### config.mk
export PLATFORM = sky130hd
export DESIGN_NAME = tree_sum_sequencer
export DESIGN_NICKNAME = d
export VERILOG_FILES = /design/src/rtl/tree_sum_sequencer.sv
export SDC_FILE = /design/constraint.sdc
export NUM_CORES = 1
export LEC_CHECK = 0
export ABC_AREA = 0
export CORE_ASPECT_RATIO = 1.4
export CORE_UTILIZATION = 52
export DETAILED_ROUTE_END_ITERATION = 10
export PLACE_DENSITY = 0.88
export SYNTH_ARGS = -nofsm -noshare
export SYNTH_HDL_FRONTEND = slang
export SYNTH_SLANG_ARGS = --single-unit
### constraint.sdc
create_clock -name clk -period 3.1 [get_ports clk]
set_input_delay 0.465 -clock clk [delete_from_list [all_inputs] [get_ports clk]]
set_output_delay 0.465 -clock clk [all_outputs]
set_load 0.05 [all_outputs]
### src/rtl/tree_sum_sequencer.sv
// Sequences chunked dot products through a fixed-latency, non-stallable adder tree
// and accumulates the tree outputs into one signed result per vector.
module tree_sum_sequencer #(
  parameter int TREE_LAT = 13,
  parameter int SUM_W    = 20,
  parameter int ACC_W    = 32,
  parameter int LEN_W    = 16
) (
  input  logic                    clk,
  input  logic                    rst_n,
  input  logic                    start,
  input  logic [LEN_W-1:0]        cfg_chunks,
  output logic                    busy,
  input  logic                    in_valid,
  output logic                    in_ready,
  output logic                    tree_load,
  input  logic signed [SUM_W-1:0] tree_sum,
  output logic                    out_valid,
  input  logic                    out_ready,
  output logic signed [ACC_W-1:0] acc_out,
  output logic                    ovf
);

  localparam logic [1:0] S_IDLE  = 2'd0;
  localparam logic [1:0] S_RUN   = 2'd1;
  localparam logic [1:0] S_DRAIN = 2'd2;
  localparam logic [1:0] S_DONE  = 2'd3;

  logic [1:0]              state_q, state_d;
  logic [LEN_W-1:0]        chunks_q, chunks_d;
  logic [LEN_W-1:0]        issue_cnt_q, issue_cnt_d;
  logic [TREE_LAT-1:0]     tag_v_q, tag_v_d;
  logic [TREE_LAT-1:0]     tag_first_q, tag_first_d;
  logic [TREE_LAT-1:0]     tag_last_q, tag_last_d;
  logic signed [ACC_W-1:0] acc_q, acc_d;
  logic signed [ACC_W-1:0] acc_out_q, acc_out_d;
  logic                    ovf_q, ovf_d;

  logic signed [ACC_W-1:0] sum_ext;
  logic signed [ACC_W-1:0] acc_sum;
  logic                    qual;
  logic                    add_ovf;

  assign in_ready  = (state_q == S_RUN);
  assign tree_load = in_valid & in_ready;
  assign busy      = (state_q != S_IDLE);
  assign out_valid = (state_q == S_DONE);
  assign acc_out   = acc_out_q;
  assign ovf       = ovf_q;

  // The output-stage tag qualifies whatever the tree presents this cycle.
  assign qual    = tag_v_q[TREE_LAT-1];
  assign sum_ext = ACC_W'(tree_sum);
  assign acc_sum = acc_q + sum_ext;
  assign add_ovf = (acc_q[ACC_W-1] == sum_ext[ACC_W-1]) &&
                   (acc_sum[ACC_W-1] != acc_q[ACC_W-1]);

  always_comb begin
    tag_v_d        = '0;
    tag_first_d    = '0;
    tag_last_d     = '0;
    tag_v_d[0]     = tree_load;
    tag_first_d[0] = (issue_cnt_q == '0);
    tag_last_d[0]  = (issue_cnt_q == chunks_q - LEN_W'(1));
    for (int unsigned i = 1; i < TREE_LAT; i++) begin
      tag_v_d[i]     = tag_v_q[i-1];
      tag_first_d[i] = tag_first_q[i-1];
      tag_last_d[i]  = tag_last_q[i-1];
    end
  end

  always_comb begin
    state_d     = state_q;
    chunks_d    = chunks_q;
    issue_cnt_d = issue_cnt_q;
    acc_d       = acc_q;
    acc_out_d   = acc_out_q;
    ovf_d       = ovf_q;

    if (qual) begin
      if (tag_first_q[TREE_LAT-1]) begin
        acc_d = sum_ext;
      end else begin
        acc_d = acc_sum;
        if (add_ovf) ovf_d = 1'b1;
      end
    end

    case (state_q)
      S_IDLE: begin
        if (start && (cfg_chunks != '0)) begin
          chunks_d    = cfg_chunks;
          issue_cnt_d = '0;
          ovf_d       = 1'b0;
          state_d     = S_RUN;
        end
      end
      S_RUN: begin
        if (tree_load) begin
          issue_cnt_d = issue_cnt_q + LEN_W'(1);
          if (issue_cnt_q == chunks_q - LEN_W'(1)) state_d = S_DRAIN;
        end
      end
      S_DRAIN: begin
        if (qual && tag_last_q[TREE_LAT-1]) begin
          acc_out_d = acc_d;
          state_d   = S_DONE;
        end
      end
      default: begin
        if (out_ready) state_d = S_IDLE;
      end
    endcase
  end

  always_ff @(posedge clk or negedge rst_n) begin
    if (!rst_n) begin
      state_q     <= S_IDLE;
      chunks_q    <= '0;
      issue_cnt_q <= '0;
      tag_v_q     <= '0;
      tag_first_q <= '0;
      tag_last_q  <= '0;
      acc_q       <= '0;
      acc_out_q   <= '0;
      ovf_q       <= 1'b0;
    end else begin
      state_q     <= state_d;
      chunks_q    <= chunks_d;
      issue_cnt_q <= issue_cnt_d;
      tag_v_q     <= tag_v_d;
      tag_first_q <= tag_first_d;
      tag_last_q  <= tag_last_d;
      acc_q       <= acc_d;
      acc_out_q   <= acc_out_d;
      ovf_q       <= ovf_d;
    end
  end

endmodule

==> qor.yml <==
status:
  status: "finished with violations"
  violations: "negative setup slack"
sta:
  setup_slack_ns: -0.0969
  drv_slew: 0
  report.final.hold_viol_count: 0
  fin_crit_ns: 3.20
  max-slew-margin-rel_pct: 48.9
  fmax_mhz: 313
  setup_violations: 2
  post-route-period-util_pct: 103
  setup_tns_ns: -0.181
  fin_skew_ns: 0.00968
  rsz0062_at_grt: "yes"
  worst_pin_slew_ns: 0.767
route:
  wl_um: 22300
  drt-pass1-iter-count: 6
  drt_iter0_markers: 490
  vias: 6936
  drc: 0
  wl_per_cell_um: 19.6
  detail-route-antenna-nets: 0
  vias_per_cell: 6.08
setup_path:
  crit_required_ns: 3.41
  worst_setup_path_start_kind: "register"
  critical_path.top_delay_family: "simple AND/OR/NAND/NOR gates"
  cp_slowest_cell: "or4_4"
  critical_path_peak_fanout: 5
  path_class: "register to register"
  path_cells: "or3_4, buf_4, or4_4, nor2_2, xnor2_1, or2_2, o41ai_4, nand3_2, nor2_4, mux2_4"
  cp-end-kind: "register"
  worst-path-buf-inv: 1
  crit_arrival_ns: 3.51
  slowest_delay_ns: 0.55
die:
  std_cell_rows: 51
  initial_utilization_pct: 53.3
  die_x_um: 103
  core_area_um2: 14000
  fp.dieH_um: 144
  dieArea_um2: 14800
  pin_count: 78
cells_and_area:
  drive_gt1_share_pct: 23.9
  multiInputGateArea_um2: 3980
  diodes: 0
  nets: 1023
  seqCellArea_um2: 3450
  fillCellCount: 912
  stdcell_area_um2: 10200
  areaGrowthSynthToFinish_pct: 36.4
clock_tree:
  cts_buffers: 17
  cts_tree: "built"
  htreeDepth: 4
  clk_pin_slew_ns: 0.06
  clock_latency_ns: 0.43
  cts_max_path_buffers: 2
  cts_sinks: 138
  clock-root-buffer: "clkbuf_16"
synth:
  synth_edf_count: 0
  synth-seq-area-share_pct: 46.4
  avgSynthCellArea_um2: 9.87
  yosysUniqueCellTypes: 61
  synthFlopType: "dfrtp_1"
  postSynth.asyncResetShare_pct: 100
  syn_nets: 835
  syn_area_um2: 7450
  synth_seq_cells: 138
  synthCells: 755
  yosys_warnings: 0
place:
  port-buffer-count: 77
  place_congestion: 0.990
  dpl_cell_area_um2: 9220
  post-dp-hpwl_um: 14500
  place_ws_ns: -0.683
flow_run:
  cap_violations: 0
grt:
  grt_pass1_vias: 7129
  grt_max_degree: 67
  grt_pass1_wl_um: 34500
  overflow: 0
  grt_usage_pct: 30.9
  antenna_found_initial: 0
min_path:
  min_path_type: "input pin to async pin"
power_and_ir_drop:
  leakage_nw: 4.72
  cellPowerDensity_nw_per_um2: 1010
  irDropWorstVdd_v: 0.000547
==> what timing repair did <==
action	CTS	global route
gates resized for setup	28	22
setup endpoints to repair	10	20
hold buffers	0	0
buffers inserted	6	2
pin swaps	14	17
==> metrics by stage <==
step	instances	hold WS (ns)	util [%]	power, mW
2_1_floorplan	755	0.169	-	5.42
3_3_place_gp	1101	0.333	66.0	7.11
3_5_place_dp	1101	0.335	66.0	7.31
4_1_cts	1138	0.0386	71.7	9.88
5_1_grt	1140	0.0585	72.7	10.8
6_report	1140	0.0231	72.7	10.2
==> state kept, by name (all words and copies together), names as in the netlist <==
signal and count:
tag_last_q 13, issue_cnt_q 16, acc_out 32, tag_v_q 13
tag_first_q 13, ovf 1, state_q 2, acc_q 32
chunks_q 16
==> area by class of cell <==
cell class	count	share of cell area, %
Timing Repair Buffer	200	17.1
Multi-Input combinational cell	555	39.2
Clock buffer	21	4.63
Tap cell	185	2.28
Inverter	31	1.17
Clock inverter	10	1.64
Sequential cell	138	34.0
==> synthesized netlist by cell type, types with 5 or more instances <==
cell	number	area (µm²)
dfrtp_1	138	3450
a21oi_1	68	340
nor2_1	63	236
nand2_1	55	206
o21ai_0	42	210
ha_1	38	475
inv_1	31	116
mux2_2	29	327
xor2_1	29	254
clkbuf_1	28	105
xnor2_1	26	228
a21o_1	19	143
nand3_1	18	90.1
or3_1	15	93.8
nor4_1	14	87.6
nor3_1	12	60.1
and3_1	11	68.8
nand4_1	9	56.3
o21a_1	9	67.6
a31oi_1	8	50.1
nand2b_1	8	50.1
o21bai_1	8	60.1
a211oi_1	5	37.5
mux2i_1	5	50.1
nor2b_1	5	31.3
==> worst register-to-register path, stage by stage, from the launching register on <==
cell and delay [ns]:
dfrtp_1 0.38, or3_4 0.40, buf_4 0.17, or4_4 0.55, nor2_2 0.15, xnor2_1 0.11
or2_2 0.32, o41ai_4 0.39, nand3_2 0.17, nor2_4 0.13, mux2_4 0.30
==> cells in the final DEF, fill, tap and decap left out, types with 4 or more instances in the layout <==
cell type,Yosys,final
a211oi_1,5,5
a21o_1,19,19
a21oi_1,68,66
a31oi_1,8,8
and3_1,11,11
buf_4,0,118
buf_6,0,5
bufinv_16,0,4
clkbuf_16,0,17
clkdlybuf4s50_1,0,72
dfrtp_1,138,137
dlymetal6s2s_1,0,4
ha_1,38,35
inv_1,31,29
mux2_2,29,29
mux2i_1,5,5
nand2_1,55,55
nand2b_1,8,7
nand3_1,18,17
nand4_1,9,9
nor2_1,63,60
nor2b_1,5,4
nor3_1,12,11
nor4_1,14,13
o211ai_1,4,4
o21a_1,9,9
o21ai_0,42,40
o21bai_1,8,8
or3_1,15,12
xnor2_1,26,25
xor2_1,29,29
==> routing by layer <==
metal,GRT usage [%],part of all wire (%)
met5,0,0
met4,19.2,5.7
met3,5.84,6.2
met2,55.8,53
met1,32.4,35
==> worst paths after layout <==
path	from	to	slack, ns	cells past startpoint
max reg2reg	chunks_q[5]	state_q[1]	-0.1	10
min reg2reg	tag_v_q[1]	tag_v_q[2]	0.35	0
min in group clk	tag_v_q[1]	tag_v_q[2]	0.35	0
max	chunks_q[5]	state_q[1]	-0.1	10
min	rst_n	acc_out[23]	0.02	1
max in group asynchronous	rst_n	issue_cnt_q[7]	2.24	2
==> logic make-up after synthesis <==
kind of cell / Yosys count / share of synthesized area [%]
and+or+nand+nor: 226 / 14.8
AOI/OAI and AO/OA: 199 / 17.0
DFF: 138 / 46.4
buffers and inverters: 62 / 3.14
xor gates and xnor gates: 55 / 6.47
adders and majority gates: 39 / 6.65
muxes: 36 / 5.51
==> report_power, final <==
group | total, mW | internal [mW] | switching (mW)
Combinational | 5.36 | 2.49 | 2.86
Clock | 2.19 | 1.41 | 0.786
Sequential | 2.70 | 2.29 | 0.406
Total | 10.2 | 6.19 | 4.06
(Power assumes the default switching activity.)
